<file path="config.mk">
export PLATFORM = sky130hd
export DESIGN_NAME = seg7_scan_decoder
export DESIGN_NICKNAME = d
export VERILOG_FILES = /design/src/rtl/seg7_pkg.sv /design/src/rtl/seg7_pattern_decode.sv /design/src/rtl/seg7_scan_decoder.sv
export SDC_FILE = /design/constraint.sdc
export NUM_CORES = 1
export LEC_CHECK = 0
export CORE_MARGIN = 2
export CORE_UTILIZATION = 40
export DETAILED_ROUTE_END_ITERATION = 6
export PLACE_DENSITY_LB_ADDON = 0.12
export SETUP_SLACK_MARGIN = 0.05
export SYNTH_ARGS = -nofsm -noshare
export SYNTH_HDL_FRONTEND = slang
export SYNTH_SLANG_ARGS = --single-unit
export TNS_END_PERCENT = 5
</file>
<file path="constraint.sdc">
create_clock -name clk -period 2.3 [get_ports clk]
set_input_delay 0.46 -clock clk [delete_from_list [all_inputs] [get_ports clk]]
set_output_delay 0.46 -clock clk [all_outputs]
set_load 0.01 [all_outputs]
</file>
<file path="src/rtl/seg7_pkg.sv">
// Shared seven-segment definitions: glyph table (index = hex value) and defaults
// used by both the scan decoder and the forward encoder.
package seg7_pkg;

   localparam int SEG7_STABLE_DEFAULT = 4;

   // Active-high {g,f,e,d,c,b,a} glyph for each hex value 0..F.
   localparam logic [6:0] SEG7_TABLE [16] = '{
      7'h3F, 7'h06, 7'h5B, 7'h4F, 7'h66, 7'h6D, 7'h7D, 7'h07,
      7'h7F, 7'h67, 7'h77, 7'h7C, 7'h58, 7'h5E, 7'h79, 7'h71
   };

   function automatic logic [6:0] seg7_encode(input logic [3:0] value);
      return SEG7_TABLE[value];
   endfunction

endpackage

</file>
<file path="src/rtl/seg7_pattern_decode.sv">
// Combinational glyph-to-hex lookup; unknown glyphs decode to 0 with err set.
module seg7_pattern_decode
   import seg7_pkg::*;
(
   input  logic [6:0] p,
   output logic [3:0] value,
   output logic       err
);

   always_comb begin
      value = '0;
      err   = 1'b1;
      for (int i = 0; i < 16; i++) begin
         if (p == SEG7_TABLE[i]) begin
            value = 4'(i);
            err   = 1'b0;
         end
      end
   end

endmodule

</file>
<file path="src/rtl/seg7_scan_decoder.sv">
// Recovers a 4-digit hex frame from a multiplexed active-low 7-seg bus,
// debouncing each digit and presenting completed frames on a valid/ready port.
module seg7_scan_decoder
   import seg7_pkg::*;
#(
   parameter int STABLE_CYCLES = SEG7_STABLE_DEFAULT
) (
   input  logic        clk,
   input  logic        rst_n,
   input  logic [6:0]  seg,
   input  logic [3:0]  an,
   input  logic        out_ready,
   output logic        out_valid,
   output logic [15:0] out_data,
   output logic [3:0]  out_err,
   output logic        overrun
);

   localparam logic [7:0] CNT_MAX = 8'(STABLE_CYCLES - 1);

   logic [6:0]       p;
   logic [1:0]       sel;
   logic             sample_ok;
   logic [6:0]       prev_p;
   logic [1:0]       prev_sel;
   logic             prev_ok;
   logic [7:0]       cnt, cnt_next;
   logic             same, accept;
   logic [3:0]       dec_value;
   logic             dec_err;
   logic [3:0][3:0]  cap;
   logic [3:0]       cap_err;
   logic [3:0]       seen;
   logic             complete, load, handshake;

   assign p = ~seg;

   always_comb begin
      sel = '0;
      for (int i = 0; i < 4; i++) begin
         if (!an[i]) sel = 2'(i);
      end
      sample_ok = ($countones(~an) == 1);
   end

   // prev_ok is low after reset, so the first sample always restarts the count.
   assign same   = sample_ok && prev_ok && (p == prev_p) && (sel == prev_sel);
   assign accept = same && (cnt == CNT_MAX - 8'd1);

   always_comb begin
      if (!same)                cnt_next = '0;
      else if (cnt == CNT_MAX)  cnt_next = CNT_MAX;
      else                      cnt_next = cnt + 8'd1;
   end

   seg7_pattern_decode u_dec (
      .p     (p),
      .value (dec_value),
      .err   (dec_err)
   );

   always_ff @(posedge clk or negedge rst_n) begin
      if (!rst_n) begin
         prev_p   <= '0;
         prev_sel <= '0;
         prev_ok  <= 1'b0;
         cnt      <= '0;
         cap      <= '0;
         cap_err  <= '0;
      end else begin
         prev_p   <= p;
         prev_sel <= sel;
         prev_ok  <= sample_ok;
         cnt      <= cnt_next;
         if (accept) begin
            cap[sel]     <= dec_value;
            cap_err[sel] <= dec_err;
         end
      end
   end

   assign complete  = (seen == 4'hF);
   assign handshake = out_valid && out_ready;
   assign load      = complete && (!out_valid || out_ready);

   // A frame completing while the held one is still unconsumed is dropped.
   always_ff @(posedge clk or negedge rst_n) begin
      if (!rst_n) begin
         seen      <= '0;
         out_valid <= 1'b0;
         out_data  <= '0;
         out_err   <= '0;
         overrun   <= 1'b0;
      end else begin
         seen <= (complete ? 4'h0 : seen) | (accept ? (4'b0001 << sel) : 4'h0);
         if (load) begin
            out_valid <= 1'b1;
            out_data  <= cap;
            out_err   <= cap_err;
         end else if (complete) begin
            overrun   <= 1'b1;
         end else if (handshake) begin
            out_valid <= 1'b0;
         end
      end
   end

endmodule
</file>
Word level (Yosys, flattened, before mapping)
Cells that the tools add are included.
{"block": "totals", "register_bits": 64, "inputBits": 14, "output_inout_bits": 22, "elab_cells": 107}
{"block": "op_classes", "add_sub_neg": 4, "magnitude_cmp": 2, "n_eq_ne": 23, "n_shift": 1, "n_mux": 47, "bitwise": 4, "n_reduce_logical": 12}
{"op": "7-bit equality test, second input constant", "count": 13}
{"op": "4-bit two-way mux", "count": 11}
{"op": "1-bit two-way mux", "count": 22}
{"op": "16-bit bitwise mux", "count": 1}
{"op": "8-bit by 2-bit equality test with 1-bit output, second input constant", "count": 2}
{"op": "8-bit two-way mux", "count": 2}
{"op": "7-bit by 3-bit equality test with 1-bit output, second input constant", "count": 2}
{"op": "3-bit two-way mux", "count": 4}
{"op": "8-bit by 1-bit adder with 8-bit output, second input constant", "count": 1}
{"op": "4-bit demux with 2-bit select", "count": 1}
{"op": "2-bit two-way mux", "count": 4}
{"op": "7-bit by 6-bit equality test with 1-bit output, second input constant", "count": 1}
{"op": "7-bit equality test", "count": 1}
{"op": "1-bit logical AND", "count": 7}
{"op": "7-bit inverter", "count": 1}
{"op": "1-bit by 1-bit adder with 2-bit output", "count": 2}
{"op": "4-bit bitwise mux", "count": 1}
{"op": "4-bit equality test, second input constant", "count": 1}
{"op": "4-bit inverter", "count": 1}
{"op": "4-bit bitwise OR", "count": 1}
{"op": "2-bit AND reduction", "count": 2}
{"op": "1-bit by 2-bit left shift with 4-bit output, first input constant", "count": 1}
{"op": "2-bit by 2-bit adder with 3-bit output", "count": 1}
{"op": "3-bit by 1-bit equality test with 1-bit output, second input constant", "count": 1}
{"op": "other kinds (9)", "count": 9}

Longest topological paths before layout
{"block": "depth", "depth_word": 19, "ltp_mapped": 10, "ltp_nobuf": 9}

Cells and area by module
From an unflattened synthesis, not the netlist that was laid out.
{"block": "unflattened", "hier_cells": 251, "hier_area_um2": 3093.0}
{"module": "seg7_scan_decoder", "n_inst": 1, "cells_per_inst": 191, "area_each_um2": 2698.8, "seq_area_each_um2": 1601.5}
{"module": "seg7_pattern_decode", "n_inst": 1, "cells_per_inst": 60, "area_each_um2": 394.1, "seq_area_each_um2": 0.0}

Least setup slack after synthesis
OpenSTA, ideal clock, no wires.
{"block": "synth_path", "path_kind": "input port to flip-flop", "from": "in an[0]", "to": "reg cap[13] in the netlist's numbering", "setup_ps": 128, "t_arrival_ps": 2863, "required_time_ps": 2172, "setup_slack_ps": -691, "stages": 10, "path_buffers": 1, "path_cell_list": "fa_1 > inv_1 > ha_1 > ha_1 > nor3b_1 > o211a_1 > o2111ai_4 > or3_1 > buf_2 > mux2_1"}
{"block": "synth_via", "elab_chain_len": 8}
{"item": "from (decl)", "line_no": "seg7_scan_decoder.sv:11", "text": "input logic [3:0] an,"}
{"item": "4-bit inverter", "line_no": "seg7_scan_decoder.sv:43", "text": "sample_ok = ($countones(~an) == 1);"}
{"item": "1-bit by 1-bit adder with 2-bit output (not written as such)", "line_no": "seg7_scan_decoder.sv:43"}
{"item": "2-bit by 2-bit adder with 3-bit output (not written as such)", "line_no": "seg7_scan_decoder.sv:43"}
{"item": "3-bit by 1-bit equality test with 1-bit output", "line_no": "seg7_scan_decoder.sv:43"}
{"item": "net sample_ok", "line_no": "seg7_scan_decoder.sv:23", "text": "logic sample_ok;"}
{"item": "1-bit logical AND (3 in a row)", "line_no": "seg7_scan_decoder.sv:47", "text": "assign same = sample_ok && prev_ok && (p == prev_p) && (sel == prev_sel);"}
{"item": "1-bit logical AND", "line_no": "seg7_scan_decoder.sv:48", "text": "assign accept = same && (cnt == CNT_MAX - 8'd1);"}
{"item": "to (signal, indexed assignment)", "line_no": "seg7_scan_decoder.sv:76", "text": "cap[sel] <= dec_value;"}
{"item": "to (decl)", "line_no": "seg7_scan_decoder.sv:31", "text": "logic [3:0][3:0] cap;"}
The timed path passes the listed nets, and every way through them passes these cells.
A chain may end at the register's enable or synchronous reset.

Worst setup path in the final report
{"block": "layout_path", "from": "in an[0]", "to": "reg cap[10] in the netlist's numbering"}
The elaborated chain is that of the path after synthesis.

==> reports/qor_table.md <==
| Metric | Value |
| --- | --- |
| Iteration-0 DRC count of the detailed router | 71 |
| Arrival time of the worst setup path | 2.90 ns |
| Core outline area | 0.00721 mm² |
| Cell repeated most along the worst path | buf_6 |
| Final cell utilization of the core | 0.568 |
| Timing startpoint of the critical path | an[0] |
| Instance count of the mapped netlist | 242 |
| Minimum period implied by the final worst setup slack | 2.67 ns |
| Number of nets produced by synthesis | 261 |
| Number of global-route vias before repair | 2,221 |
| Required time of the critical path | 2.53 ns |
| Clock Tree Buf Depth | 2 |
| Power Density | 608 mW/mm² |
| Nature of the critical path endpoint | register |
| Hold buffers post-CTS | 0 |
| Count of placed standard cells in the final layout, fillers left out | 427 |
| H-tree Lvls | 3 |
| Min-delay worst type | primary input to async pin |
| R2R Setup Slk | 0.24 ns |
| Post-route antenna net violation count | 0 |
| Number of buffers created by CTS | 9 |
| Largest net degree at the start of global routing | 65 |
| Number of max-cap violations | 0 |
| Diodes inserted | 0 |
| CTS tree | built |
| Clk_skew | 0.00897 ns |
| Count of buffer and inverter cells on the critical path | 4 |
| Floorplan die height | 90.2 µm |
| Post-Place Worst Slack | -1.21 ns |
| Placer congestion estimate | 0.845 |
| Via count | 2,098 |
| Latest clock arrival within the worst-skew pair | 0.34 ns |
| Final setup violation count | 24 |
| Number of flops mapped to enable cells by yosys | 0 |
| Leakage component of the power | 1.93 nW |
| Netlist area before placement | 0.00297 mm² |
| Violated checks | setup timing |
| Total Routing Usage GR | 0.168 |
| Proportion of layout cells with a drive suffix above 1 | 0.351 |
| Number of slew-limit violations in the final report | 0 |
| Congestion Overflow GR | 0 |
| Flip-flop and latch count after synthesis | 64 |
| Async set-reset flop share out of synthesis | 1.00 |
| Reg2reg start | prev_p[4] |
| Remaining max-slew budget at the tightest pin | 0.631 |
| Setup CP Type | primary input to register |
| Crit-path max FO | 5 |
| Relative area change from synthesis to final layout | 38.0% |
| Initial antenna violation count | 0 |
| Post-route worst hold slack | 0.108 ns |
| Initial DRT Pass Iterations | 4 |
| Width of the chip | 90.2 µm |
| Fraction of the cycle the final worst path needs | 1.16 |
| Peak Freq | 375 MHz |
| Detail Placement HPWL | 4.25 mm |
| Setup repair after global routing missed its margin | yes |
| Residual DRC | 0 |
| Slowest stage delay, CP | 0.54 ns |
| Worst setup SP type | primary input |
| Worst path top cell family by delay | adder cells |
| Transition time of the tightest slew-check pin | 0.546 ns |
| Post-detailed-route via-to-cell ratio | 4.91 |
| DP Cell Count | 409 |
| Routed Wire Length | 6.09 mm |
| Primary FF master, synth | dfrtp_1 |
| Port Buffers | 35 |
| FF-to-FF path depth | 7 |
| Clock-pin slew reported for the worst setup and hold paths after clock tree synthesis | 0.07 ns |
| Max IR drop VDD | 0.403 mV |
| Wirelength per Cell | 14.3 µm |
| Terminus of the critical flop-to-flop path | cap[10] |
| Wire length of the first global-routing pass | 10.9 mm |
| Cell type of the slowest stage on the worst timing path | fa_1 |
| Number of sinks handled by clock tree synthesis | 64 |
| Die ar. | 0.00813 mm² |
| Top-level I/O count | 36 |
| Crit path cell chain | buf_6 > fa_1 > inv_1 > ha_2 > ha_4 > nor3b_4 > o211a_1 > o2111ai_4 > buf_6 > nor3_2 > buf_4 > mux2_4 |
| Status | finished, violations left |
| Number of distinct standard cells referenced by the synthesized netlist | 48 |
| Initial core utilization | 0.412 |
| Proportion of synthesized chip area in sequential cells | 0.539 |
| Final hold violation count | 0 |
| Final-stage net count | 342 |
| Number of rows created at floorplan | 31 |
| Clock tree root buffer cell | clkbuf_8 |
| Yosys warning total | 0 |
| Syn Area/Cell | 12.3 µm² |
| Setup ws final | -0.370 ns |
-- placed cells by master, fill, tap and decap left out, drive strengths merged, types with 5 or more instances in the layout --
cell	n
dfrtp	64
buf	49
mux2	36
clkdlybuf4s50	31
inv	17
nor2	11
clkbuf	11
nand2	11
nand3	10
xnor2	9
xor2	5
-- how the worst max path moves through the flow --
stage                  to  slack [ns]  depth (start not counted)
2_1_floorplan     cap[13]       -0.55                         10
3_3_place_gp   cap_err[3]       -1.11                         10
3_5_place_dp      cap[14]       -1.21                         10
4_1_cts           cap[10]       -0.42                         12
5_1_grt           cap[10]       -0.44                         12
6_report          cap[10]       -0.37                         12
-- cell usage after synthesis, types with 3 or more instances --
| cell | n | area (µm²) |
|---|---|---|
| dfrtp_1 | 64 | 1600 |
| mux2_2 | 32 | 360 |
| inv_1 | 15 | 56.3 |
| nand2_1 | 11 | 41.3 |
| nor2_1 | 11 | 41.3 |
| nand3_1 | 10 | 50.1 |
| xnor2_1 | 9 | 78.8 |
| xor2_1 | 5 | 43.8 |
| buf_4 | 4 | 30.0 |
| ha_1 | 4 | 50.1 |
| mux2_1 | 4 | 45.0 |
| nand2b_1 | 4 | 25.0 |
| nand4_1 | 4 | 25.0 |
| a21boi_0 | 3 | 22.5 |
| a21o_1 | 3 | 22.5 |
| a21oi_1 | 3 | 15.0 |
| and3_1 | 3 | 18.8 |
| nor4bb_1 | 3 | 30.0 |
| o21ai_0 | 3 | 15.0 |
| o311ai_0 | 3 | 26.3 |
| or2_2 | 3 | 18.8 |
| or3_1 | 3 | 18.8 |
| or4_1 | 3 | 22.5 |
-- logic make-up (layout without fill, tap and decap cells) --
| kind of cell | Yosys count | in the layout | share of synthesized area |
|---|---|---|---|
| muxes | 37 | 37 | 0.140 |
| xor gates and xnor gates | 14 | 14 | 0.0413 |
| and+or+nand+nor | 67 | 67 | 0.138 |
| buffers and inverters | 25 | 111 | 0.0375 |
| adders and majority gates | 5 | 5 | 0.0236 |
| DFF | 64 | 64 | 0.539 |
| AOI/OAI and AO/OA | 30 | 30 | 0.0809 |
-- report_power, final --
part           total [mW]  internal, mW  leakage, nW  switching [mW]
clock                1.15         0.679        0.121           0.466
sequential           1.14          1.14        0.850         0.00450
combinational       0.206         0.104        0.955           0.102
total                2.49          1.92         1.93           0.573
-- state kept, by name, indices dropped and copies added, names as in the netlist, 2 cells and up --
name      flops
out_data     16
cnt           8
out_err       4
cap          16
cap_err       4
seen          4
prev_p        7
prev_sel      2
-- timing repair --
item | in CTS | in global routing
pin swaps | 6 | 9
hold endpoints to repair | 0 | 0
gates resized for setup | 24 | 10
setup buffers | 1 | 1
setup endpoints to repair | 32 | 32
gates cloned | 0 | 0
-- per-stage QoR --
step | setup TNS, ns | cell area (µm²) | power (mW)
after CTS | -7.07 | 4050 | 2.51
final | -6.34 | 4100 | 2.49
after detailed placement | -31.34 | 3770 | 1.36
after global routing | -8.35 | 4100 | 2.60
after floorplan | -10.10 | 3010 | 1.25
after global placement | -28.38 | 3770 | 1.35
-- layer usage --
metal / routed length (µm) / track usage / vias up / part of all wire
met2: 2740 / 0.254 / 33 / 0.45
met3: 177 / 0.0436 / 8 / 0.029
met1: 3080 / 0.231 / 1029 / 0.51
met5: 0 / 0 / - / 0
met4: 97 / 0.0654 / 0 / 0.016
li1: - / - / 1028 / -
-- final cells by class --
cell class                 count  area (µm²)
fill                         622        3120
sequential                    64        1600
clock buffer                  11         151
multi-input combinational    153        1350
timing repair buffer          80         724
inverter                      15        56.3
clock inverter                 5        86.3
tap                           99         124
Note: power is estimated with default switching activity, not from simulation.
